**src/rtl/cache_line_array_pkg.sv**
```systemverilog
// Shared types and default sizing for the cache line array and its flush controller.
package lc3b_types;

   localparam int DEFAULT_WIDTH = 128;
   localparam int DEFAULT_SETS  = 8;

   typedef enum logic {
      IDLE  = 1'b0,
      FLUSH = 1'b1
   } flush_state_t;

endpackage : lc3b_types

```
**src/rtl/array_flush_ctrl.sv**
```systemverilog
// Flush sequencer: walks every line once, emitting a clear strobe and the line index.
module array_flush_ctrl
   import lc3b_types::*;
#(
   parameter int SETS = DEFAULT_SETS
) (
   input  logic                    clk,
   input  logic                    reset,
   input  logic                    flush,
   output logic                    busy,
   output logic                    clear,
   output logic [$clog2(SETS)-1:0] index
);

   localparam int IW = $clog2(SETS);
   localparam logic [IW-1:0] LAST = IW'(SETS - 1);

   flush_state_t state;

   // NOTE: sequential state uses non-blocking assignments so every register samples pre-edge values.
   always_ff @(posedge clk) begin
      if (reset) begin
         state <= IDLE;
         index <= '0;
         busy  <= 1'b0;
      end else begin
         case (state)
            IDLE: begin
               if (flush) begin
                  state <= FLUSH;
                  index <= '0;
                  busy  <= 1'b1;
               end
            end
            FLUSH: begin
               // The index parks on the last line rather than wrapping; the next flush reloads it.
               if (index == LAST) begin
                  state <= IDLE;
                  busy  <= 1'b0;
               end else begin
                  index <= index + 1'b1;
               end
            end
            default: state <= IDLE;
         endcase
      end
   end

   assign clear = (state == FLUSH);

endmodule : array_flush_ctrl

```
**src/rtl/cache_line_array.sv**
```systemverilog
// Line storage with byte-masked writes, per-line valid bits and a sequential flush.
// Optional per-byte even parity and parity_err output when CACHE_ARRAY_PARITY_EN is defined.
module cache_line_array
   import lc3b_types::*;
#(
   parameter int WIDTH = DEFAULT_WIDTH,
   parameter int SETS  = DEFAULT_SETS
) (
   input  logic                    clk,
   input  logic                    reset,
   input  logic                    write,
   input  logic [$clog2(SETS)-1:0] set,
   input  logic [WIDTH/8-1:0]      wmask,
   input  logic [WIDTH-1:0]        datain,
   input  logic                    flush,
   output logic [WIDTH-1:0]        dataout,
   output logic                    valid_out,
`ifdef CACHE_ARRAY_PARITY_EN
   output logic                    parity_err,
`endif
   output logic                    busy
);

   localparam int NB = WIDTH / 8;
   localparam int IW = $clog2(SETS);

   // NOTE: line data is deliberately not reset; it powers up as zero and only valid bits are cleared.
   logic [WIDTH-1:0] data_q [SETS] = '{default: '0};
   logic [SETS-1:0]  valid_q;

   logic          clear;
   logic [IW-1:0] clear_idx;
   logic          write_ok;
   logic [WIDTH-1:0] merged;

   array_flush_ctrl #(.SETS(SETS)) u_flush_ctrl (
      .clk   (clk),
      .reset (reset),
      .flush (flush),
      .busy  (busy),
      .clear (clear),
      .index (clear_idx)
   );

   // Flush wins over a simultaneous write, and writes are dropped while the flush walks the lines.
   assign write_ok = write && !busy && !flush && !reset;

   // NOTE: every combinational output gets a default first, so no latch is inferred.
   always_comb begin
      merged = data_q[set];
      for (int b = 0; b < NB; b++) begin
         if (wmask[b]) merged[8*b +: 8] = datain[8*b +: 8];
      end
   end

   always_ff @(posedge clk) begin
      if (write_ok) data_q[set] <= merged;
   end

   always_ff @(posedge clk) begin
      if (reset) begin
         valid_q <= '0;
      end else begin
         if (clear)    valid_q[clear_idx] <= 1'b0;
         if (write_ok) valid_q[set]       <= 1'b1;
      end
   end

   assign dataout   = data_q[set];
   assign valid_out = valid_q[set];

`ifdef CACHE_ARRAY_PARITY_EN
   logic [NB-1:0] par_q [SETS] = '{default: '0};
   logic [NB-1:0] par_merged;
   logic [NB-1:0] par_calc;

   always_comb begin
      par_merged = par_q[set];
      par_calc   = '0;
      for (int b = 0; b < NB; b++) begin
         if (wmask[b]) par_merged[b] = ^datain[8*b +: 8];
         par_calc[b] = ^data_q[set][8*b +: 8];
      end
   end

   always_ff @(posedge clk) begin
      if (write_ok) par_q[set] <= par_merged;
   end

   assign parity_err = valid_q[set] && (|(par_calc ^ par_q[set]));
`endif

endmodule : cache_line_array

```
**config.mk**
```make
export PLATFORM = sky130hd
export DESIGN_NAME = cache_line_array
export DESIGN_NICKNAME = d
export VERILOG_FILES = /design/src/rtl/cache_line_array_pkg.sv /design/src/rtl/array_flush_ctrl.sv /design/src/rtl/cache_line_array.sv
export SDC_FILE = /design/constraint.sdc
export NUM_CORES = 1
export LEC_CHECK = 0
export ABC_AREA = 0
export BUFFER_PORTS_ARGS = -buffer_cell sky130_fd_sc_hd__buf_4
export CORE_ASPECT_RATIO = 2
export CORE_MARGIN = 2
export CORE_UTILIZATION = 48
export DETAILED_ROUTE_END_ITERATION = 12
export PLACE_DENSITY = 0.66
export SLEW_MARGIN = 20
export SYNTH_ARGS = -nofsm -noshare
export SYNTH_HDL_FRONTEND = slang
export SYNTH_SLANG_ARGS = --single-unit
```
**constraint.sdc**
```tcl
create_clock -name clk -period 26.2 [get_ports clk]
set_input_delay 1.31 -clock clk [delete_from_list [all_inputs] [get_ports clk]]
set_output_delay 1.31 -clock clk [all_outputs]
set_load 0.05 [all_outputs]
```
* Word-level counts from Yosys, hierarchy flattened
Memories as Yosys holds them, arrays and structs flattened.
Index checks and enable logic that the tools add are counted.
** Word-level totals
- Register bits after elaboration :: 13
- Latch bits :: 0
- Bits in writable memories :: 1024
- Bits in read-only memories :: 0
- Input bits :: 151
- Output and inout port bits :: 130
- Word-level logic and storage cells :: 64
- Memories :: 1
** Operators by class
- Add/subtract/negate cells :: 1
- Multiply operators :: 0
- Divide/modulo/power cells :: 0
- $lt $le $gt $ge :: 4
- Equal/unequal tests :: 4
- Shifts and indexed selects :: 0
- Muxes and demuxes :: 36
- Bitwise logic cells :: 4
- Reductions and logical operators :: 10
** Memories
- data_q :: words 8, bits a word 128, rd ports 1, clocked after Yosys merged registers in 0, write ports 1, RTL line cache_line_array.sv:28 : logic [WIDTH-1:0] data_q [SETS] = '{default: '0};
** Operators with widths (number)
- 8-bit two-way mux :: 19
- 1-bit two-way mux :: 9
- 8-bit AND :: 1
- 3-bit by 4-bit less-than comparator with 1-bit output (second input constant) :: 2
- 8-bit NOT :: 1
- 8-bit OR :: 1
- 1-bit demux with 3-bit select :: 2
- 3-bit by 1-bit greater-or-equal comparator with 1-bit output (second input constant) :: 2
- 3-bit two-way mux :: 2
- 2-bit inequality test (second input constant) :: 3
- 3-bit case mux with 2 select lines :: 1
- 1-bit logical AND :: 5
- 1-bit case mux with 2 select lines :: 2
- 2-bit AND reduction :: 2
- 3-bit by 1-bit adder with 3-bit output (second input constant) :: 1
- 1-bit binary-select mux with 3-bit select :: 1
- 3-bit equality test (second input constant) :: 1
- 1-bit zero test :: 3
- 1-bit NOT :: 1

* Longest topological paths before layout
Gate-level depths: netlist (run 1).
- Word-level depth :: 10
- Gate-level depth with buffers :: 7
- Mapped depth without buffers :: 5

* Hierarchy
Synthesis (run 1) repeated with hierarchy kept, for this count alone.
** Unflattened totals
- Cells, all modules :: 2446
- Area total of the unflattened synthesis :: 41877.7 sq um
** By module, submodules not included
- cache_line_array :: times used 1, cells an instance 2424, area each 41627.4 sq um, sequential area each 30909.6 sq um
- array_flush_ctrl :: times used 1, cells an instance 22, area each 250.2 sq um, sequential area each 100.1 sq um

* Worst setup path after synthesis (run 1)
OpenSTA, ideal clock, no wires.
- Kind :: in2reg
- Start point :: input set[1]
- End point :: memory data_q[2][0] (netlist bit) (enable)
- Setup time :: 0.773 ns
- Data arrival time :: 10.838 ns
- Data required time :: 25.427 ns
- Slack :: 14.590 ns
- Stages on the path :: 5
- Path buffers :: 3
- Path through :: clkbuf_1 buf_2 buf_2 nand2_1 nor3_1
** RTL lines
- start: declaration :: RTL line cache_line_array.sv:12 : input logic [$clog2(SETS)-1:0] set,
- end: declaration :: RTL line cache_line_array.sv:28
Straight into the memory's write port.

* Final worst setup path (run 1)
- Start point :: input set[0]
- End point :: output dataout[115]
** On the way
- Longest elaborated chain between the ends :: 1
** Ends and longest elaborated chain
- memory 8 x 128 bit
- end: declaration :: RTL line cache_line_array.sv:16 : output logic [WIDTH-1:0] dataout,
Every way passes these cells.

==> flow_metrics.py, run 1 <==
metrics = {
    "status": {
        "outcome": "finished, final reports clean",
    },
    "die": {
        "fp.dieW_um": 210.4,
        "placement_rows": 151,
        "core_area_um2": 84640,
        "start_util": 0.4831,
        "die_height_um": 416.8,
        "dieArea_um2": 87680,
        "io-pin-count": 281,
    },
    "route": {
        "drt-initial-drc-count": 1243,
        "viasPerCell": 5.831,
        "dr_total_vias": 18863,
        "routedWlPerCell_um": 26.95,
        "drt_wl_total_um": 87200,
        "drc": 0,
        "drtAntennaViolNets": 0,
        "first_pass_iters": 5,
    },
    "setup_path": {
        "critPathRequiredTime_ps": 24890,
        "cp.arrival_ps": 5240,
        "cp-end-kind": "output port",
        "startpoint_type": "primary input",
        "criticalPathCategory": "in -> out",
        "worst-path-max-fanout": 64,
    },
    "synth": {
        "yosysWarnings": 0,
        "ys_seq_area_frac": 0.7584,
        "ys_ff_latch": 1037,
        "synth_fp_nets": 1941,
        "syn_area_um2": 40890,
        "syn_inst": 1788,
        "synth_cell_types": 27,
        "syn_avg_cell_area_um2": 22.87,
    },
    "timing": {
        "report.final.hold_viol_count": 0,
        "fin_crit_ps": 6546,
        "fin_crit_sh": 0.2498,
        "setup_viol": 0,
        "worstMarginPinSlew_ps": 1053,
        "timing.fmax_mhz": 152.8,
        "rsz0062_at_grt": "no",
        "maxSlewHeadroom": 0.2982,
        "tns_ps": 0,
        "skew_ps": 17.13,
        "drv_slew": 0,
    },
    "global_routing": {
        "grt_max_degree": 113,
        "gr-total-overflow": 0,
        "grt_pass1_wl_um": 130300,
        "grt_pass1_vias": 20773,
        "grtUsageTotal": 0.2028,
        "antenna_found_initial": 6,
    },
    "cts": {
        "clk_pin_slew_ps": 70,
        "cts_num_sinks": 1037,
        "ctsResizeCount": 0,
        "cts_hold_buf": 0,
        "cts_tree": "done",
        "numCtsBuffers": 87,
        "cts_setup_buffers": 0,
        "cts-htree-levels": 3,
        "clockBufferDepth": 3,
        "clk_latency_ps": 660,
        "cts_root_buffer": "clkbuf_16",
    },
    "placed_design": {
        "dpl.cell_count": 3080,
        "dpl_cell_area_um2": 44120,
        "hpwl_um": 48960,
        "portBuffers": 280,
        "place_congestion": 0.7314,
    },
    "power_and_ir_drop": {
        "power.leakage_nw": 15.09,
        "power_w": 0.003399,
        "p_per_area_nw_per_um2": 72.54,
        "irDropWorstVdd_mv": 0.07911,
    },
    "job": {
        "maxCapViolCount": 0,
    },
    "finish": {
        "final_area_um2": 46850,
        "stdcell_count": 3235,
        "drive_gt1_frac": 0.4357,
        "layout.nets": 2251,
        "area_growth_pct": 14.58,
    },
    "worst_hold_path": {
        "holdCritPathClass": "reg -> reg",
    },
}
[registers in the layout (all words and copies together), names as in the netlist]
name                count
valid_q                 8
u_flush_ctrl.clear      1
data_q               1024
u_flush_ctrl.index      3
u_flush_ctrl.busy       1
[worst max-delay path, cell delays in order]
cell and delay (ps):
buf_8 430, buf_4 760, buf_6 650, buf_4 780
mux4_2 610, mux2_2 300, buf_4 190
[path summary, 6_finish.rpt]
| kind | from | end | slack (ps) | cells past startpoint |
|---|---|---|---|---|
| min reg2reg | valid_q[1] | valid_q[1] | 500 | 2 |
| min | valid_q[1] | valid_q[1] | 500 | 2 |
| max reg2reg | u_flush_ctrl.busy | data_q[0][18] | 22130 | 6 |
| max | set[0] | dataout[115] | 19650 | 7 |
[logic make-up after synthesis]
group	share of synthesized area
multiplexers	0.2076
AND/OR/NAND/NOR	0.01405
AO/OA/AOI/OAI	0.004987
adder cells (fa/ha/maj)	0.0006119
flip-flops	0.7584
buffers and inverters	0.01435
[cell type report]
cell class                      instances  area (um^2)
Inverter                               11        41.29
Antenna cell                            2        5.005
Sequential cell                      1037        31010
Fill cell                            6350        37790
Tap cell                             1071         1340
Clock inverter                         52        491.7
Clock buffer                          101         2230
Timing Repair Buffer                  310         2387
Multi-Input combinational cell        651         9348
[cell usage in the layout, fill, tap and decap left out, types with 13 or more instances in the layout]
cell / n
buf_4: 303
clkbuf_1: 14
clkbuf_16: 87
clkinv_1: 19
clkinv_2: 14
dfxtp_1: 13
edfxtp_1: 1024
mux2_2: 237
mux4_2: 258
nand2_1: 53
nand2b_1: 43
[metrics by stage]
step / hold slack [ps] / util / worst slack, ps
after floorplan: 459.5 / - / 14590
after global placement: 475.0 / 0.5213 / 19260
after detailed placement: 488.7 / 0.5213 / 19120
after CTS: 498.3 / 0.5534 / 19090
after global routing: 532.2 / 0.5535 / 19140
final: 500.6 / 0.5535 / 19650
[cell usage after synthesis]
cell type,n,area [um^2]
mux4_2,258,5811
buf_1,16,60.06
nor2_1,17,63.81
o211ai_1,6,45.04
nor4b_1,1,8.760
nor3_1,3,15.01
edfxtp_1,1024,30750
mux2_2,237,2669
ha_1,2,25.02
o311ai_0,2,17.52
o31ai_1,2,15.01
mux2i_1,1,10.01
buf_4,1,7.510
o21ai_0,3,15.01
inv_1,2,7.510
nor2b_1,2,12.51
buf_2,10,50.05
buf_6,26,292.8
dfxtp_1,13,260.3
a31oi_1,9,56.30
o21ai_1,7,35.03
nand2b_1,43,269.0
a21oi_1,4,20.02
inv_2,9,33.78
clkbuf_1,36,135.1
and2_1,1,6.260
nand2_1,53,198.9
[where the power goes]
part	internal [W]	switching [W]
logic	0.000107	0.000174
clock network	0.000698	0.000563
registers	0.00185	0.00000275
total	0.00266	0.000739
[metal layers]
layer	vias up	part of all wire	GRT usage
li1	8107	-	-
met1	10069	0.39	0.2516
met3	125	0.061	0.04198
met5	-	0.00087	0
met2	550	0.52	0.3577
met4	12	0.023	0.06290
Note: power is estimated with default switching activity, not from simulation.
==> run 2, diff against run 1 <==
Clock period 26.2 ns to 6.85 ns, I/O delays scaled along.
==> run 2 against run 1 <==
Effect of this change:
- cell area is 0.53% higher
- die area stayed put
- sequential share of layout area is 0.35 points lower
- power grew to 3.9 times the previous value
==> flow_metrics.py, run 2 (synthesis gave the netlist of run 1 again) <==
metrics = {
    "finish": {
        "final_core_util": 0.5565,
        "final_cell_mix": "edfxtp_1, buf_4, mux4_2",
        "area_growth_pct": 15.19,
        "antenna_cells": 0,
        "final_area_um2": 47100,
        "drive_gt1_frac": 0.4377,
        "layout.nets": 2249,
        "largest_reg_flops": 1024,
        "reg_top3": "data_q: 1024 flops, valid_q: 8 flops, u_flush_ctrl.index: 3 flops",
        "layout_commonest_cell": "edfxtp_1",
        "regMostFlops": "data_q",
    },
    "global_routing": {
        "grtUsageTotal": 0.2052,
        "grt_pass1_vias": 20458,
        "grt_pass1_wl_um": 131400,
        "grt_max_degree": 141,
        "antenna_found_initial": 3,
        "gr-total-overflow": 0,
    },
    "cts": {
        "clk_pin_slew_ps": 70,
        "cts_setup_buffers": 0,
        "cts_tree": "done",
        "cts_num_sinks": 1037,
        "numCtsBuffers": 86,
        "clockBufferDepth": 3,
        "clk_latency_ps": 670,
        "cts-htree-levels": 3,
        "cts_root_buffer": "clkbuf_16",
    },
    "placed_design": {
        "place_congestion": 0.7249,
        "dpl_cell_area_um2": 44220,
        "hpwl_um": 49770,
        "portBuffers": 280,
    },
    "setup_path": {
        "criticalPathCategory": "in -> reg",
        "timing.critical_path.mode_cell": "buf_4",
        "rrSetupSlack_ps": 3520,
        "cpPeakStageDelay_ps": 810,
        "worst-path-max-fanout": 50,
        "critPathRequiredTime_ps": 7130,
        "crit_chain": "dlygate4sd3_1, buf_4, nor4b_1, nand2b_1, nor3_4, buf_4, buf_4",
        "crit_buf_inv": 4,
        "cp.arrival_ps": 3620,
        "cp-end-kind": "flip-flop",
        "startpoint_type": "primary input",
        "path_delay_family": "buffers and inverters",
        "cp_slowest_cell": "buf_4",
    },
    "die": {
        "start_util": 0.4831,
        "fp.dieW_um": 210.4,
        "placement_rows": 151,
        "io-pin-count": 281,
        "core_area_um2": 84640,
        "die_height_um": 416.8,
        "dieArea_um2": 87680,
    },
    "route": {
        "drc": 0,
        "drt-initial-drc-count": 1341,
        "drtAntennaViolNets": 0,
        "viasPerCell": 5.881,
        "drt_wl_total_um": 87920,
        "first_pass_iters": 5,
        "routedWlPerCell_um": 27.16,
        "dr_total_vias": 19036,
    },
    "power_and_ir_drop": {
        "irDropWorstVdd_mv": 0.2150,
        "p_per_area_nw_per_um2": 279.5,
        "power.leakage_nw": 15.19,
    },
    "job": {
        "maxCapViolCount": 0,
    },
    "timing": {
        "maxSlewHeadroom": 0.3147,
        "drv_slew": 0,
        "fin_crit_ps": 3340,
        "report.final.hold_viol_count": 0,
        "fin_crit_sh": 0.4876,
        "setup_viol": 0,
        "timing.fmax_mhz": 299.4,
        "worstMarginPinSlew_ps": 1028,
        "tns_ps": 0,
        "rsz0062_at_grt": "no",
        "skew_ps": 20.47,
    },
    "worst_hold_path": {
        "holdCritPathClass": "in -> reg",
    },
    "status": {
        "outcome": "finished, final reports clean",
    },
}
==> run 2: area by class of cell <==
class,count,area [um^2]
well taps,1071,1340
fillers,6380,37540
clock buffers,104,2305
clock inverters,54,550.5
inverters,11,41.29
flip-flops and latches,1037,31010
multi-input cells,651,9360
repair buffers,309,2494
==> run 2: final timing paths <==
check,cells after the start,to,start
setup / recovery,7,data_q[0][105],flush
setup reg to reg,5,data_q[0][105],u_flush_ctrl.busy
hold reg to reg,2,valid_q[3],valid_q[3]
hold / removal,2,data_q[2][78],datain[78]
==> run 2: worst register-to-register path: stages, from the launching register on <==
cell and delay, ps:
dfxtp_1 340, nor4b_1 530, nand2b_1 420, nor3_4 240
buf_4 530, buf_4 840
==> run 2: what timing repair did <==
action / in CTS / in global routing
resized for setup: 0 / 0
hold buffers: 2 / 0
hold endpoints to repair: 5 / 0
==> run 2: per-layer routing <==
layer,vias up,global-route usage,part of all wire
met1,10195,0.2688,0.40
li1,8116,-,-
met4,6,0.05825,0.022
met2,604,0.3503,0.52
met3,115,0.04138,0.064
met5,-,0,0.00036
==> run 2: where the power goes <==
part           switching, W  internal [W]
clock network       0.00218       0.00279
logic              0.000681      0.000411
registers         0.0000105       0.00709
total               0.00287        0.0103
==> run 2: through the flow <==
step	std cells	power, W	hold slack (ps)	setup WS [ps]
3_3_place_gp	3077	0.008319	478.4	3151
4_1_cts	3237	0.01331	35.55	3420
5_1_grt	3237	0.01360	75.23	3327
3_5_place_dp	3077	0.008349	486.4	3321
6_report	3237	0.01317	85.32	3510
2_1_floorplan	1788	0.007990	411.6	-458.7
==> run 3, diff against run 2 <==
Clock period 6.85 ns to 3.3 ns, I/O delays scaled along.
==> run 3 against run 2 <==
Effect of this change:
- power grew 110%
- clock skew up 2.8 ps
- non-clock buffer count increased by 168
- count of clock-buffer cells in the layout shrank 3
- first-iteration DRC count rose by 0.89%
- critical path depth is 1 lower
- routed wire length is 0.90% higher
- global-route usage is 0.063 points higher
- critical path type unchanged
- critical endpoint is now data_q[4][8]
==> flow_metrics.py, run 3 (synthesis gave the netlist of run 1 again) <==
metrics = {
    "setup_path": {
        "cp.arrival_ps": 2910,
        "crit_buf_inv": 3,
        "cpPeakStageDelay_ps": 650,
        "timing.critical_path.mode_cell": "mux2_2",
        "startpoint_type": "primary input",
        "cp_slowest_cell": "dlygate4sd3_1",
        "critPathRequiredTime_ps": 3710,
        "crit_chain": "buf_8, buf_12, mux4_2, mux2_2, mux2_2, dlygate4sd3_1",
        "criticalPathCategory": "in -> reg",
        "worst-path-max-fanout": 59,
        "cp-end-kind": "flip-flop",
        "path_delay_family": "buffers and inverters",
    },
    "power_and_ir_drop": {
        "p_per_area_nw_per_um2": 568.3,
        "power.leakage_nw": 16.10,
        "power_w": 0.02792,
        "irDropWorstVdd_mv": 0.5824,
    },
    "route": {
        "drc": 0,
        "drt_wl_total_um": 88710,
        "first_pass_iters": 5,
        "drtAntennaViolNets": 0,
        "drt-initial-drc-count": 1353,
        "viasPerCell": 5.732,
        "routedWlPerCell_um": 26.00,
        "dr_total_vias": 19556,
    },
    "finish": {
        "stdcell_count": 3412,
        "largest_reg_flops": 1024,
        "area_growth_pct": 20.16,
        "num-fill-cells": 6154,
        "drive_gt1_frac": 0.4245,
        "layout.nets": 2419,
        "reg_top3": "data_q: 1024 flops, valid_q: 8 flops, u_flush_ctrl.index: 3 flops",
        "final_cell_mix": "edfxtp_1, buf_4, mux4_2",
        "regMostFlops": "data_q",
        "layout_commonest_cell": "edfxtp_1",
    },
    "die": {
        "dieArea_um2": 87680,
        "io-pin-count": 281,
        "fp.dieW_um": 210.4,
        "start_util": 0.4831,
        "placement_rows": 151,
        "core_area_um2": 84640,
        "die_height_um": 416.8,
    },
    "placed_design": {
        "portBuffers": 280,
        "hpwl_um": 50620,
        "dpl.cell_count": 3111,
        "place_congestion": 0.7118,
    },
    "timing": {
        "report.final.hold_viol_count": 0,
        "setup_viol": 0,
        "fin_crit_ps": 2506,
        "drv_slew": 0,
        "rsz0062_at_grt": "no",
        "worstMarginPinSlew_ps": 930.6,
        "timing.fmax_mhz": 399.0,
        "maxSlewHeadroom": 0.3796,
        "skew_ps": 23.31,
        "fin_crit_sh": 0.7595,
        "whs_ps": 39.48,
    },
    "cts": {
        "ctsResizeCount": 0,
        "cts_setup_buffers": 0,
        "clk_pin_slew_ps": 70,
        "cts_num_sinks": 1037,
        "cts-htree-levels": 3,
        "numCtsBuffers": 88,
        "cts_root_buffer": "clkbuf_16",
        "clk_latency_ps": 690,
        "cts_tree": "done",
        "clockBufferDepth": 3,
    },
    "worst_hold_path": {
        "holdCritPathClass": "in -> reg",
    },
    "global_routing": {
        "grt_pass1_vias": 21468,
        "grtUsageTotal": 0.2058,
        "grt_max_degree": 110,
        "gr-total-overflow": 0,
        "grt_pass1_wl_um": 132400,
        "antenna_found_initial": 4,
    },
    "status": {
        "outcome": "finished, final reports clean",
    },
    "job": {
        "maxCapViolCount": 0,
    },
}
run 3: what timing repair did:
action                                  in CTS  in global routing
hold buffers                               136                  0
endpoints found under the hold margin     1029                  0
endpoints found under the setup margin       0                  0
run 3: worst register-to-register path, stage by stage, from the launching register on:
cell,delay [ps]
dfxtp_4,350
nor4b_4,310
nand2b_1,410
nor3_4,400
buf_12,430
run 3: through the flow:
stage                     setup slack [ps]  utilization  area [um^2]  setup TNS (ps)
after floorplan                      -1169            -        41010         -414780
after global placement               608.4       0.5288        44760               0
after CTS                            757.4       0.5804        49130               0
final                                793.7       0.5805        49130               0
after detailed placement             590.3       0.5288        44760               0
after global routing                 632.1       0.5805        49130               0
run 3: final timing paths:
path / from / end / slack (ps) / depth (start not counted)
hold / removal: wmask[9] / data_q[0][76] / 40 / 2
setup reg to reg: u_flush_ctrl.busy / data_q[0][54] / 890 / 4
setup / recovery: set[0] / data_q[4][8] / 790 / 6
hold reg to reg: valid_q[5] / valid_q[5] / 490 / 2
run 3: routing by layer:
layer,up-vias,global-route usage,part of all wire
met4,4,0.06744,0.022
met2,503,0.3696,0.53
li1,8453,-,-
met3,105,0.03340,0.050
met1,10491,0.2539,0.40
met5,-,0,0.00026
run 3: area by class of cell:
class | count | area, um^2 | share of cell area
Sequential cell | 1037 | 31010 | 0.6312
Multi-Input combinational cell | 651 | 9385 | 0.1910
Timing Repair Buffer | 477 | 4340 | 0.08834
Clock buffer | 101 | 2293 | 0.04668
Tap cell | 1071 | 1340 | 0.02727
Clock inverter | 62 | 714.4 | 0.01454
Inverter | 11 | 41.29 | 0.0008404
Antenna cell | 2 | 5.005 | 0.0001019
run 3: power breakdown:
part	leakage, nW	total (W)	internal [W]	switching (W)
sequential	9.32	0.0147	0.0147	0.0000226
combinational	5.30	0.00243	0.000997	0.00143
clock	1.48	0.0108	0.00613	0.00462
